===== config.mk =====
export PLATFORM = sky130hd
export DESIGN_NAME = instr_encoder
export DESIGN_NICKNAME = d
export VERILOG_FILES = /design/src/rtl/instr_encoder.sv
export SDC_FILE = /design/constraint.sdc
export NUM_CORES = 1
export LEC_CHECK = 0
export ABC_AREA = 1
export CAP_MARGIN = 40
export CORE_MARGIN = 5
export CORE_UTILIZATION = 50
export DETAILED_ROUTE_END_ITERATION = 8
export PLACE_DENSITY = 0.87
export SLEW_MARGIN = 20
export SYNTH_ARGS = -nofsm -noshare
export SYNTH_HDL_FRONTEND = slang
export SYNTH_SLANG_ARGS = --single-unit

===== constraint.sdc =====
create_clock -name clk -period 6.8 [get_ports clk]
set_input_delay 2.04 -clock clk [delete_from_list [all_inputs] [get_ports clk]]
set_output_delay 2.04 -clock clk [all_outputs]
set_load 0.1 [all_outputs]

===== src/rtl/instr_encoder.sv =====
// Purpose: encodes MIPS mnemonics into 32-bit instruction words and queues them with byte addresses.
// Latency: 1 cycle from an accepted request to the word at the FIFO head when the FIFO was empty.
// Backpressure: in_ready = (count < DEPTH) regardless of out_ready; words wait in the FIFO until out_ready.
//
// Ports:
//   clk, reset            rising-edge clock, asynchronous active-low reset
//   in_valid/in_ready     request handshake; in_op/in_rs/in_rt/in_rd/in_imm carry the fields
//   out_valid/out_ready   output handshake; out_instr is the FIFO head, out_addr its byte address
//   illegal_cnt           saturating count of dropped illegal requests
module instr_encoder #(
  parameter int          DEPTH     = 4,
  parameter logic [31:0] BASE_ADDR = 32'h0000_3000,
  parameter int          WORDS     = 4096
) (
  input  logic        clk,
  input  logic        reset,
  input  logic        in_valid,
  output logic        in_ready,
  input  logic [3:0]  in_op,
  input  logic [4:0]  in_rs,
  input  logic [4:0]  in_rt,
  input  logic [4:0]  in_rd,
  input  logic [25:0] in_imm,
  output logic        out_valid,
  input  logic        out_ready,
  output logic [31:0] out_instr,
  output logic [31:0] out_addr,
  output logic [7:0]  illegal_cnt
);

  localparam int PW = (DEPTH > 1) ? $clog2(DEPTH) : 1;
  localparam int CW = $clog2(DEPTH + 1);
  localparam logic [CW-1:0] DEPTH_C   = CW'(DEPTH);
  localparam logic [31:0]   LAST_ADDR = BASE_ADDR + 32'((WORDS - 1) * 4);

  // Mnemonic codes on in_op
  localparam logic [3:0] OP_ADDU = 4'd0;
  localparam logic [3:0] OP_SUBU = 4'd1;
  localparam logic [3:0] OP_ORI  = 4'd2;
  localparam logic [3:0] OP_LW   = 4'd3;
  localparam logic [3:0] OP_SW   = 4'd4;
  localparam logic [3:0] OP_BEQ  = 4'd5;
  localparam logic [3:0] OP_LUI  = 4'd6;
  localparam logic [3:0] OP_JAL  = 4'd7;
  localparam logic [3:0] OP_J    = 4'd8;
  localparam logic [3:0] OP_JR   = 4'd9;
  localparam logic [3:0] OP_NOP  = 4'd10;

  logic [31:0]   enc_word;
  logic          enc_legal;
  logic          accept;
  logic          push;
  logic          pop;

  logic [31:0]   mem_q [DEPTH];
  logic [PW-1:0] wr_ptr_q, wr_ptr_d;
  logic [PW-1:0] rd_ptr_q, rd_ptr_d;
  logic [CW-1:0] count_q, count_d;
  logic [31:0]   addr_q, addr_d;
  logic [7:0]    ill_q, ill_d;

  // Instruction encoder
  always_comb begin
    enc_word  = 32'h0;
    enc_legal = 1'b1;
    case (in_op)
      OP_ADDU: enc_word = {6'h00, in_rs, in_rt, in_rd, 5'h00, 6'h21};
      OP_SUBU: enc_word = {6'h00, in_rs, in_rt, in_rd, 5'h00, 6'h23};
      OP_ORI:  enc_word = {6'h0D, in_rs, in_rt, in_imm[15:0]};
      OP_LW:   enc_word = {6'h23, in_rs, in_rt, in_imm[15:0]};
      OP_SW:   enc_word = {6'h2B, in_rs, in_rt, in_imm[15:0]};
      OP_BEQ:  enc_word = {6'h04, in_rs, in_rt, in_imm[15:0]};
      OP_LUI:  enc_word = {6'h0F, 5'h00, in_rt, in_imm[15:0]};
      OP_JAL:  enc_word = {6'h03, in_imm};
      OP_J:    enc_word = {6'h02, in_imm};
      OP_JR:   enc_word = {6'h00, in_rs, 15'h0000, 6'h08};
      OP_NOP:  enc_word = 32'h0;
      default: enc_legal = 1'b0;
    endcase
  end

  assign in_ready  = (count_q < DEPTH_C);
  assign out_valid = (count_q != '0);
  assign accept    = in_valid && in_ready;
  // Illegal requests complete the handshake but never occupy a FIFO slot
  assign push      = accept && enc_legal;
  assign pop       = out_valid && out_ready;

  assign out_instr   = out_valid ? mem_q[rd_ptr_q] : 32'h0;
  assign out_addr    = addr_q;
  assign illegal_cnt = ill_q;

  always_comb begin
    wr_ptr_d = push ? wr_ptr_q + PW'(1) : wr_ptr_q;
    rd_ptr_d = pop  ? rd_ptr_q + PW'(1) : rd_ptr_q;
    count_d  = count_q;
    case ({push, pop})
      2'b10:   count_d = count_q + CW'(1);
      2'b01:   count_d = count_q - CW'(1);
      default: count_d = count_q;
    endcase
    addr_d = addr_q;
    if (pop) begin
      addr_d = (addr_q == LAST_ADDR) ? BASE_ADDR : addr_q + 32'd4;
    end
    ill_d = ill_q;
    if (accept && !enc_legal && ill_q != 8'hFF) begin
      ill_d = ill_q + 8'd1;
    end
  end

  // Storage needs no reset: out_instr is masked to zero while empty
  always_ff @(posedge clk) begin
    if (push) begin
      mem_q[wr_ptr_q] <= enc_word;
    end
  end

  always_ff @(posedge clk or negedge reset) begin
    if (!reset) begin
      wr_ptr_q <= '0;
      rd_ptr_q <= '0;
      count_q  <= '0;
      addr_q   <= BASE_ADDR;
      ill_q    <= 8'h00;
    end else begin
      wr_ptr_q <= wr_ptr_d;
      rd_ptr_q <= rd_ptr_d;
      count_q  <= count_d;
      addr_q   <= addr_d;
      ill_q    <= ill_d;
    end
  end

endmodule


Word level (Yosys, flattened, before mapping)
Memory sizes are Yosys's and may differ from the RTL's.
Index checks and enable logic that the tools add are counted.
{"block": "classes", "add_sub_neg": 6, "multipliers": 0, "n_div": 0, "n_lt_le_gt_ge": 1, "eq_ne": 14, "shifts": 0, "mux": 7, "bitwise_logic": 0, "n_reduce_logical": 10}
{"op": "32-bit one-hot mux with 10 select lines", "n": 1}
{"op": "32-bit two-way mux", "n": 2}
{"op": "32-bit by 3-bit adder with 32-bit output, second input constant", "n": 1}
{"op": "32-bit by 15-bit == test with 1-bit output, second input constant", "n": 1}
{"op": "4-bit by 3-bit == test with 1-bit output, second input constant", "n": 4}
{"op": "4-bit == test, second input constant", "n": 3}
{"op": "11-bit OR reduction", "n": 1}
{"op": "8-bit by 1-bit adder with 8-bit output, second input constant", "n": 1}
{"op": "4-bit by 2-bit == test with 1-bit output, second input constant", "n": 2}
{"op": "8-bit inequality test, second input constant", "n": 1}
{"op": "3-bit one-hot mux with 2 select lines", "n": 1}
{"op": "1-bit logical AND", "n": 5}
{"op": "2-bit by 1-bit adder with 2-bit output, second input constant", "n": 2}
{"op": "4-bit by 1-bit == test with 1-bit output, second input constant", "n": 1}
{"op": "4-bit logical NOT", "n": 1}
{"op": "3-bit by 1-bit adder with 3-bit output, second input constant", "n": 1}
{"op": "3-bit < comparator, second input constant", "n": 1}
{"op": "1-bit two-way mux", "n": 3}
{"op": "3-bit nonzero test", "n": 1}
{"op": "3-bit by 1-bit subtractor with 3-bit output, second input constant", "n": 1}
{"op": "2-bit by 1-bit == test with 1-bit output, second input constant", "n": 1}
{"op": "2-bit == test, second input constant", "n": 1}
{"op": "2-bit nonzero test", "n": 1}
{"op": "1-bit logical NOT", "n": 1}
{"block": "word_totals", "ff_bits": 47, "latchBits": 0, "ramBits": 128, "mem_bits_ro": 0, "input_bits": 49, "out_inout_bits": 74, "mem_count": 1}
{"memory": "mem_q", "words": 4, "word_bits": 32, "rd": 1, "rd_ports_with_merged_regs": 0, "write_ports": 1, "line": "55", "rtl": "logic [31:0] mem_q [DEPTH];"}

Longest topological paths before layout
Gate-level depths: netlist of run 1.
{"block": "depth", "ltp_word": 6, "mapped_depth": 11, "depth_no_buf": 10}

Worst setup path after synthesis of run 1
OpenSTA, ideal clock, no wires.
{"block": "synth_timing", "kind": "register to output", "from": "reg count_q[2]", "to": "out out_instr[0]", "arrival_ps": 3225, "required_ps": 4760, "setup_slack_ps": 1535, "path_stages_with_launch": 6, "n_path_buf": 1, "path_cell_list": "dfrtp_1 > inv_1 > nand2_2 > inv_1 > clkbuf_1 > a21oi_1"}
{"block": "synth_between", "elab_chain_cells": 2}
{"element": "start: declaration", "line": "58", "rtl": "logic [CW-1:0] count_q, count_d;"}
{"element": "start signal: assignment", "line": "129", "rtl": "count_q <= count_d;"}
{"element": "3-bit nonzero test", "line": "83", "rtl": "assign out_valid = (count_q != '0);"}
{"element": "via out_valid", "line": "24", "rtl": "output logic out_valid,"}
{"element": "32-bit two-way mux", "line": "89", "rtl": "assign out_instr = out_valid ? mem_q[rd_ptr_q] : 32'h0;"}
{"element": "end: declaration", "line": "26", "rtl": "output logic [31:0] out_instr,"}
The timed path passes the listed nets, and every way through them passes these cells.

Worst setup path in the final report of run 1
{"block": "layout_timing", "from": "reg rd_ptr_q[0]", "to": "out out_instr[10]"}
{"block": "layout_between", "elab_chain_cells": 2}
{"element": "start: declaration", "line": "57", "rtl": "logic [PW-1:0] rd_ptr_q, rd_ptr_d;"}
{"element": "start signal: assignment", "line": "128", "rtl": "rd_ptr_q <= rd_ptr_d;"}
{"element": "memory 4 x 32 bit"}
{"element": "32-bit two-way mux", "line": "89"}
No other way between the ends.

==> impl_metrics.json, run 1 <==
{
  "ys_types": 32,
  "fillers": 1066,
  "grt_remaining_overflow": 0,
  "synth.area.top_cells": "edfxtp_1 45%, dfrtp_1 13%, nor2_1 10%",
  "ant_nets": 0,
  "fmax_mhz": 203,
  "register_area_um2": 4850,
  "stdcell_area_um2": 11400,
  "cts-root-buf": "clkbuf_16",
  "clk_latency_ps": 430,
  "drt-total-wl_um": 22900,
  "final_common_cell": "nor2_1",
  "critPathSlowestCell": "dfrtp_2",
  "slew_violations": 0,
  "grt_pass1_vias": 7420,
  "post_cts_buffers": 0,
  "setup_viol": 0,
  "initial_utilization_pct": 50.5,
  "totalPowerFinal_mw": 5.67,
  "worstPathRequired_ps": 4760,
  "boundaryPins": 123,
  "vias": 7308,
  "final_util_pct": 69.8,
  "maxSlewHeadroom_pct": 48.7,
  "period_share_pct": 72.4,
  "tns_ps": 0,
  "cts_sinks": 169,
  "hp-class": "register to register",
  "hold_end": "count_q[0]",
  "die_area_um2": 19300,
  "r2r_start": "count_q[0]",
  "cts_tree": "yes",
  "netlist_instances": 935,
  "fp.coreArea_um2": 16400,
  "startpoint_type": "register",
  "syn_area_um2": 8290,
  "hold_path_depth": 1,
  "rsz0062_at_grt": "no",
  "syn_area_per_cell_um2": 8.87,
  "grt_pass1_wl_um": 37100,
  "drtIter0Drc": 699,
  "leakagePower_nw": 4.67,
  "dieHeight_um": 139,
  "ir_drop_mv": 0.448,
  "ys_ff_latch": 169,
  "seq_area_frac_synth_pct": 58.5,
  "final_nets": 1184,
  "cts_buffer_depth": 2,
  "r2r_setup_slack_ps": 4580,
  "r2r-end": "count_q[2]",
  "placed_area_um2": 10900,
  "min_period_ps": 4920,
  "grt_max_degree": 46,
  "multi_input_area_um2": 2960,
  "cap_violations": 0,
  "yosysWarnings": 0,
  "synthToLayoutAreaGrowth_pct": 38.1,
  "p_per_area_nw_per_um2": 495,
  "die_x_um": 139,
  "endpoint_kind": "output pin",
  "portBuffers": 119,
  "grt_usage_pct": 24.0,
  "detail_route.first_pass.iterations": 5,
  "slowest_delay_ps": 580,
  "synth_top_area_cell": "edfxtp_1",
  "clk_pin_slew_ps": 60,
  "most-common-layout-cells": "216 x nor2_1, 181 x nand2_1, 124 x edfxtp_1",
  "layout-drive-gt1-share_pct": 11.9,
  "worst_pin_slew_ps": 767,
  "min-delay-start": "count_q[0]",
  "skew_ps": 11.4,
  "whs_ps": 499,
  "cp_max_fo": 33,
  "crit_type": "register to output pin",
  "status": "finished, final reports clean",
  "ctsHoldBuffers": 0,
  "synth_top_cell_area_share_pct": 44.9,
  "crit_chain": "inv_2, buf_16, o21ai_0, a21oi_1, clkdlybuf4s50_1, buf_8",
  "drc": 0,
  "antenna_found_initial": 2,
  "post_cts_resized": 0,
  "reg2reg_depth": 8,
  "hpwl_um": 15500,
  "place_worst_setup_slack_ps": 2300,
  "via_per_inst": 5.37,
  "fin_cells": 1360,
  "cts_buffers": 17,
  "worstPathArrival_ps": 2880,
  "rows": 47,
  "dp_cells": 1327,
  "setup_slack_ps": 1880,
  "hold_viol": 0,
  "htreeDepth": 4,
  "place_congestion": 0.947,
  "wl_per_cell_um": 16.8
}
## critical path, delay by kind of cell, from the launching register on
| kind | cells | cell delay, ps |
|---|---|---|
| buf+inv | 4 | 1480 |
| compound gates | 2 | 380 |
| flops | 1 | 580 |
## power breakdown
group          leakage, nW  internal (mW)  switching (mW)
registers             1.66           1.24           0.101
logic                 2.75           1.18            2.24
clock network        0.263          0.480           0.425
total                 4.67           2.90            2.77
## worst max-delay path by stage
stage                           start       endpoint  slack (ps)  depth (start not counted)
final                     rd_ptr_q[0]  out_instr[10]        1880                          6
after floorplan            count_q[2]   out_instr[0]        1530                          5
after CTS                 rd_ptr_q[0]  out_instr[10]        1910                          6
after detailed placement     in_op[1]     count_q[2]        2300                         11
after global routing      rd_ptr_q[0]  out_instr[10]        1730                          6
after global placement    rd_ptr_q[0]  out_instr[26]        1460                          4
## sequential cells by signal (all words and copies together), names as in the netlist
register / flops
mem_q: 124
out_addr: 30
illegal_cnt: 8
count_q: 3
rd_ptr_q: 2
wr_ptr_q: 2
## cell type report
cell class / count / share of cell area, %
Inverter: 93 / 3.05
Multi-Input combinational cell: 644 / 25.8
Tap cell: 220 / 2.40
Timing Repair Buffer: 201 / 21.5
Antenna cell: 1 / 0.0219
Sequential cell: 169 / 42.4
Clock buffer: 17 / 3.72
Clock inverter: 15 / 1.14
## synthesized netlist by cell type (all sizes together)
master / count
nor3: 3
ha: 8
nand2: 184
nor2: 226
conb: 1
a21boi: 1
dfstp: 2
nand3b: 1
o21ai: 89
buf: 15
o21bai: 5
a21oi: 38
xnor2: 7
dfrtp: 43
fa: 1
inv: 92
clkbuf: 16
nand3: 56
xor2: 11
clkinv: 1
and2: 1
edfxtp: 124
nand4: 10
## cells by family (layout without fill, tap and decap cells)
logic type	Yosys count	after routing	synth area share, %
and+or+nand+nor	481	481	23.8
DFF	169	169	58.5
AOI/OAI and AO/OA	133	133	8.26
buffers and inverters	124	326	6.02
xor gates and xnor gates	18	18	1.90
adders and majority gates	9	9	1.45
other	1	4	0.0452
## metal layers
| metal | vias to the layer above | global-route usage (%) | wire length, um | share of wire, % |
|---|---|---|---|---|
| li1 | 3443 | - | - | - |
| met1 | 3389 | 29.0 | 8720 | 38 |
| met2 | 398 | 41.2 | 11500 | 50 |
| met3 | 76 | 5.69 | 1970 | 8.6 |
| met4 | 2 | 10.0 | 743 | 3.2 |
| met5 | - | 0 | 7 | 0.031 |
Power figures use the tool's default switching activity.
==> inputs of run 2 (changes only) <==
==> constraint.sdc (replaced) <==
create_clock -name clk -period 4.6 [get_ports clk]
set_input_delay 1.38 -clock clk [delete_from_list [all_inputs] [get_ports clk]]
set_output_delay 1.38 -clock clk [all_outputs]
set_load 0.1 [all_outputs]
==> impl_metrics.json, run 2 (same netlist as run 1, synthesis figures left out) <==
{
  "grt_pass1_wl_um": 39200,
  "via_per_inst": 5.52,
  "ant_nets": 0,
  "maxSlewHeadroom_pct": 44.4,
  "ir_drop_mv": 0.866,
  "ctsHoldBuffers": 0,
  "crit_type": "register to output pin",
  "multi_input_area_um2": 2960,
  "portBuffers": 119,
  "fmax_mhz": 271,
  "setup_slack_ps": 904,
  "cts-root-buf": "clkbuf_16",
  "initial_utilization_pct": 50.5,
  "grt_max_degree": 64,
  "largest_reg_flops": 124,
  "worstPathArrival_ps": 2320,
  "worstPathRequired_ps": 3220,
  "final_util_pct": 68.7,
  "endpoint_kind": "output pin",
  "drc": 0,
  "leakagePower_nw": 4.62,
  "rows": 47,
  "vias": 7364,
  "status": "finished, final reports clean",
  "post_cts_buffers": 0,
  "layout-drive-gt1-share_pct": 12.6,
  "die_x_um": 139,
  "dp_cells": 1301,
  "final_common_cell": "nor2_1",
  "skew_ps": 7.70,
  "clk_latency_ps": 440,
  "cts_buffer_depth": 2,
  "min_period_ps": 3700,
  "period_share_pct": 80.3,
  "dieHeight_um": 139,
  "htreeDepth": 4,
  "synthToLayoutAreaGrowth_pct": 35.9,
  "cts_buffers": 17,
  "final_nets": 1158,
  "wl_per_cell_um": 18.3,
  "fp.coreArea_um2": 16400,
  "drtIter0Drc": 885,
  "fin_cells": 1333,
  "placed_area_um2": 10700,
  "cts_sinks": 169,
  "cp_max_fo": 63,
  "rsz0062_at_grt": "no",
  "cap_violations": 0,
  "startpoint_type": "register",
  "antennaDiodeCount": 0,
  "grt_remaining_overflow": 0,
  "p_per_area_nw_per_um2": 732,
  "detail_route.first_pass.iterations": 7,
  "hold_viol": 0,
  "whs_ps": 525,
  "hp-class": "register to register",
  "place_congestion": 0.917,
  "drt-total-wl_um": 24400,
  "cts_tree": "yes",
  "antenna_found_initial": 0,
  "grt_usage_pct": 25.5,
  "clk_pin_slew_ps": 70,
  "place_worst_setup_slack_ps": 739,
  "register_area_um2": 4850,
  "post_cts_resized": 0,
  "grt_pass1_vias": 7515,
  "hpwl_um": 16400,
  "regMostFlops": "mem_q",
  "tns_ps": 0,
  "stdcell_area_um2": 11300,
  "most-common-layout-cells": "216 x nor2_1, 181 x nand2_1, 124 x edfxtp_1",
  "setup_viol": 0,
  "boundaryPins": 123,
  "die_area_um2": 19300,
  "slew_violations": 0,
  "fillers": 1078,
  "worst_pin_slew_ps": 832,
  "totalPowerFinal_mw": 8.25
}
==> run 2: cell type report <==
class / instances / area share, %
Inverter: 93 / 3.10
Sequential cell: 169 / 43.1
Timing Repair Buffer: 175 / 20.0
Clock buffer: 17 / 3.77
Tap cell: 220 / 2.44
Multi-Input combinational cell: 644 / 26.2
Clock inverter: 15 / 1.39
==> run 2: worst paths after layout <==
path	from	to	slack, ps	cells past startpoint
max	rd_ptr_q[0]	out_instr[28]	900	6
min	count_q[1]	count_q[1]	520	2
max reg2reg	count_q[2]	count_q[2]	2420	10
min reg2reg	count_q[1]	count_q[1]	520	2
max in group asynchronous	reset	out_addr[12]	3130	2
min in group asynchronous	reset	out_addr[28]	880	1
==> run 2: critical path: stages, from the launching register on <==
cell and delay, ps:
dfrtp_2 370, buf_4 550, nor2_1 120, nor2_1 130, o21ai_0 120, a21oi_1 340
buf_12 220
==> run 2: report_power, final <==
part	internal (mW)	switching [mW]
Combinational	1.53	3.34
Clock	0.770	0.653
Sequential	1.83	0.122
Total	4.13	4.12
==> run 2: routing by layer <==
metal | part of all wire, % | vias to the layer above | GRT usage (%)
li1 | - | 3374 | -
met1 | 37 | 3483 | 31.5
met2 | 50 | 425 | 42.7
met3 | 9.1 | 82 | 6.52
met4 | 3.5 | 0 | 10.7
met5 | 0 | - | 0
==> RTL edit 1 (settings of run 1) <==
Register the output `illegal_cnt` once more, cleared by the reset; this adds one clock of latency there. The other outputs are not delayed to match.
--- a/src/rtl/instr_encoder.sv
+++ b/src/rtl/instr_encoder.sv
@@ -88,7 +88,13 @@
 
   assign out_instr   = out_valid ? mem_q[rd_ptr_q] : 32'h0;
   assign out_addr    = addr_q;
-  assign illegal_cnt = ill_q;
+  always_ff @(posedge clk or negedge reset) begin
+    if (!reset) begin
+      illegal_cnt <= '0;
+    end else begin
+      illegal_cnt <= ill_q;
+    end
+  end
 
   always_comb begin
     wr_ptr_d = push ? wr_ptr_q + PW'(1) : wr_ptr_q;
Function: changed (a bounded check fails within 4 cycles, from zero or initial values and one cycle with reset low).
==> RTL edit 1 against run 1 <==
- area after synthesis rose by 1.4%
- sequential cell count increased by 8
- cell area fell by 2.2%
- setup slack better by 0.10 ns
- total power shrank 6.3%
- critical path depth fell by 1
- routed wire length down 3.2%
==> RTL edit 1: results (changes against run 1) <==
Status
  – Status: completed (unchanged)

GRT
  – Initial antenna violation count: 0 (was 2)
  – Largest net degree at the start of global routing: 54 (was 46)
  – Vias in the first global route: 7038 (was 7420)
  – First-pass GRT wire length: 35450 µm (was 37080 µm)

Hold path
  – Hold path depth: 0 (was 1)
  – Worst Hold Endpoint: illegal_cnt[4] (was count_q[0])
  – Hold Path Origin: ill_q[4] (was count_q[0])

Synth
  – Synth cell count leaders: 223 x nor2_1, 147 x nand2_1, 124 x edfxtp_1 (was 220 x nor2_1, 181 x nand2_1, 124 x edfxtp_1)
  – Library cells used by synthesis: 37 (was 32)
  – Async set or reset register ratio after synthesis: 29.94% (was 26.63%)
  – Register area share after synthesis: 60.09% (was 58.53%)
  – Synth area leaders: edfxtp_1 44%, dfrtp_1 15%, nor2_1 10% (was edfxtp_1 45%, dfrtp_1 13%, nor2_1 10%)

Power
  – P_int: 0.002581 W (was 0.002901 W)
  – P_leak: 4.727 nW (was 4.670 nW)
  – Largest vdd supply drop: 0.0005780 V (was 0.0004479 V)

Routing
  – Routed WL: 22170 µm (was 22910 µm)
  – Pre-antenna DRT Iters: 6 (was 5)
  – Vias: 7079 (was 7308)

Finish
  – Final nets: 1147 (was 1184)
  – Share of layout cells above drive strength 1: 12.79% (was 11.94%)

Placement
  – Placement Cell Area: 0.01061 mm² (was 0.01089 mm²)
  – GP Congestion: 0.9196 (was 0.9468)

Worst setup path
  – R2r setup slk: 4.55 ns (was 4.58 ns)
  – Reg-to-Reg Start: count_q[1] (was count_q[0])
  – Crit path DAT: 2.78 ns (was 2.88 ns)
  – CP Max Fanout: 37 (was 33)

Timing
  – Slew at the pin closest to its max-slew limit: 0.8212 ns (was 0.7673 ns)
  – Clk_skew: 0.009047 ns (was 0.01136 ns)
RTL edit 1: cell types whose count changed after synthesis, sizes merged, moves of 8 or more:
cell          run 1  this run
nand3            56        38
dfrtp            43        51
nand2           184       150
o22ai             0        10
o21ai            89        79
inv              92       114
RTL edit 1: stage by stage:
step / utilization [%] / instances / hold WS (ns) / worst slack (ns)
after floorplan: - / 922 / 0.3737 / 1.826
after global placement: 59.04 / 1237 / 0.4141 / 2.184
after detailed placement: 64.18 / 1289 / 0.4021 / 2.323
after CTS: 67.77 / 1321 / 0.4431 / 2.011
after global routing: 67.80 / 1322 / 0.4554 / 1.712
final: 67.80 / 1322 / 0.4281 / 1.981
RTL edit 1: worst max-delay path by stage:
stage | start | endpoint | cells after the start | slack [ns]
final | rd_ptr_q[0] | out_instr[31] | 5 | 1.98
after global routing | rd_ptr_q[0] | out_instr[26] | 5 | 1.71
after CTS | rd_ptr_q[0] | out_instr[26] | 5 | 2.01
after detailed placement | in_op[3] | count_q[2] | 11 | 2.32
after global placement | rd_ptr_q[0] | out_instr[16] | 4 | 2.18
after floorplan | count_q[2] | out_instr[0] | 5 | 1.83
RTL edit 1: worst max-delay path, cell delays in order (launching register included):
cell and delay, ns:
dfrtp_2 0.66, inv_2 0.50, buf_4 0.39, o21ai_0 0.14
a21oi_1 0.27, buf_4 0.35
RTL edit 1: power by group through the flow:
stage | sequential (W) | clock (W) | combinational (W)
finish | 0.00142 | 0.000956 | 0.00293
global route | 0.00144 | 0.00102 | 0.00306
CTS | 0.00142 | 0.000967 | 0.00294
detailed placement | 0.00144 | 0 | 0.00293
global placement | 0.00144 | 0 | 0.00259
floorplan | 0.00162 | 0 | 0.00185
RTL edit 1: cells by family (layout without fill, tap and decap cells):
family | count (synthesis) | count (layout) | synth area share [%]
buffers and inverters | 144 | 324 | 6.741
DFF | 177 | 177 | 60.09
AOI/OAI and AO/OA | 131 | 131 | 8.274
xor gates and xnor gates | 20 | 20 | 2.083
adders and majority gates | 9 | 9 | 1.429
and+or+nand+nor | 438 | 438 | 21.34
other | 1 | 3 | 0.04460
RTL edit 1: layer usage:
metal	GRT usage (%)	wire length [µm]
met5	0	0
met2	38.98	11100
met4	8.720	580
met3	5.455	2007
met1	27.92	8481
RTL edit 1: layout make-up:
| type | count | area (µm²) |
|---|---|---|
| Fill cell | 1169 | 5321 |
| Sequential cell | 177 | 5054 |
| Multi-Input combinational cell | 601 | 2826 |
| Timing Repair Buffer | 178 | 2027 |
| Inverter | 114 | 427.9 |
| Clock buffer | 17 | 425.4 |
| Tap cell | 220 | 275.3 |
| Clock inverter | 15 | 167.7 |
==> RTL edit 2 (config.mk and constraints of run 1) <==
Without the edit above. Set the parameter `DEPTH` to 16 (it was 4).
--- a/src/rtl/instr_encoder.sv
+++ b/src/rtl/instr_encoder.sv
@@ -8,7 +8,7 @@
 //   out_valid/out_ready   output handshake; out_instr is the FIFO head, out_addr its byte address
 //   illegal_cnt           saturating count of dropped illegal requests
 module instr_encoder #(
-  parameter int          DEPTH     = 4,
+  parameter int          DEPTH     = 16,
   parameter logic [31:0] BASE_ADDR = 32'h0000_3000,
   parameter int          WORDS     = 4096
 ) (
Function: changed (a bounded check fails within 10 cycles, from zero or initial values and one cycle with reset low).
==> RTL edit 2 against run 1 <==
- critical endpoint is now out_instr[3]
- global-route usage shrank 0.40 points
- largest cell class unchanged
- routed wire length grew to 2.8 times the old value
- sequential cell count grew 378
- maximum frequency shrank 13%
- via count grew 150%
- area after synthesis grew to 2.9 times the old value
- setup slack lost 0.72 ns
- cell area grew 150%
- first-iteration DRC count grew to 3.7 times the old value
- non-clock buffer count grew 12
- utilization shrank 10 points
- total power grew 120%
==> RTL edit 2: results (changes against run 1) <==
Synth
  – EDFF count, synth: 496 (was 124)
  – Synth area leaders: edfxtp_1 63%, nand2_1 13%, nand3_1 9.2% (was edfxtp_1 45%, dfrtp_1 13%, nor2_1 10%)
  – Synth Area per Inst: 10.60 µm² (was 8.867 µm²)
  – Synthesis-stage register bit count: 547 (was 169)
  – Async set or reset register ratio after synthesis: 9.324% (was 26.63%)
  – Library cells used by synthesis: 39 (was 32)

Finish
  – Nonclk buf count: 213 (was 201)
  – Multi-input comb cells: 1510 (was 644)
  – ClkCell Share: 5.955% (was 4.852%)
  – CLK BUF: 65 (was 17)
  – Diode count: 0 (was 1)
  – Largest register FFs: 496 (was 124)
  – Final nets: 2460 (was 1184)
  – Footprint of the multi-input gates: 0.006758 mm² (was 0.002957 mm²)
  – Area Overhead vs Synth: 18.16% (was 38.11%)
  – Fill count: 3456 (was 1066)
  – Share of layout cells above drive strength 1: 9.959% (was 11.94%)

Timing
  – Clk_skew: 0.01845 ns (was 0.01136 ns)

Clocking
  – Clock H-tree levels: 2 (was 4)
  – TritonCTS buffer count: 53 (was 17)
  – Clock Path Buffers: 3 (was 2)

Worst setup path
  – CP Max Fanout: 203 (was 33)
  – CP peak stage delay: 0.80 ns (was 0.58 ns)

Placement
  – GP Congestion: 0.9025 (was 0.9468)
  – Placed insts: 2952 (was 1327)
  – Placement Cell Area: 0.02642 mm² (was 0.01089 mm²)
  – DP Wirelength: 38410 µm (was 15540 µm)

Hold path
  – Hold Path Origin: count_q[3] (was count_q[0])

GRT
  – Vias in the first global route: 18160 (was 7420)
  – Met3 Track Usage GR: 5.031% (was 5.690%)
  – GR Util met1: 29.69% (was 28.97%)
  – Initial antenna violation count: 0 (was 2)
  – Met2 Usage GRT: 39.38% (was 41.19%)

Routing
  – DR iter-0 viols: 2615 (was 699)
  – Vias/cell: 5.939 (was 5.374)
  – WL met2: 31140 µm (was 11470 µm)
  – Met1 WL: 22170 µm (was 8719 µm)
  – Top Layer Used: met4 (was met5)
  – Met3 Wirelength: 7324 µm (was 1969 µm)

Status
  – Status: completed (unchanged)

Power
  – Largest vdd supply drop: 0.0004247 V (was 0.0004479 V)
  – Power Combinational: 0.00563 W (was 0.00342 W)

Die
  – Die Span X: 228.3 µm (was 138.8 µm)
[RTL edit 2: cell count changes after synthesis, moves of 6 or more]
cell and change:
buf_1 +7, buf_2 +47, buf_4 +14, buf_6 +17, dfrtp_1 +6, edfxtp_1 +372
inv_1 -21, nand2_1 +650, nand3_1 +381, nor2_1 -117, o21ai_0 -48, o21ai_1 -8
[RTL edit 2: cell families (layout without fill, tap and decap cells)]
group           after synthesis  in the layout  synth area share (%)
compound gates               70             70                 1.512
xor+xnor                     23             23                0.8454
fa+ha+maj                    12             12                0.6301
buf+inv                     194            383                 4.337
flops                       547            547                 67.87
other cells                   1              3               0.01574
simple gates               1402           1402                 24.79
[RTL edit 2: final timing paths]
kind / endpoint / slack (ns) / cells past startpoint
worst min-delay path: count_q[3] / 0.53 / 2
min in group asynchronous: out_addr[19] / 1.56 / 2
worst max-delay path: out_instr[3] / 1.16 / 8
worst min register to register: count_q[3] / 0.53 / 2
max in group asynchronous: rd_ptr_q[1] / 4.70 / 2
worst max register to register: count_q[4] / 3.66 / 14
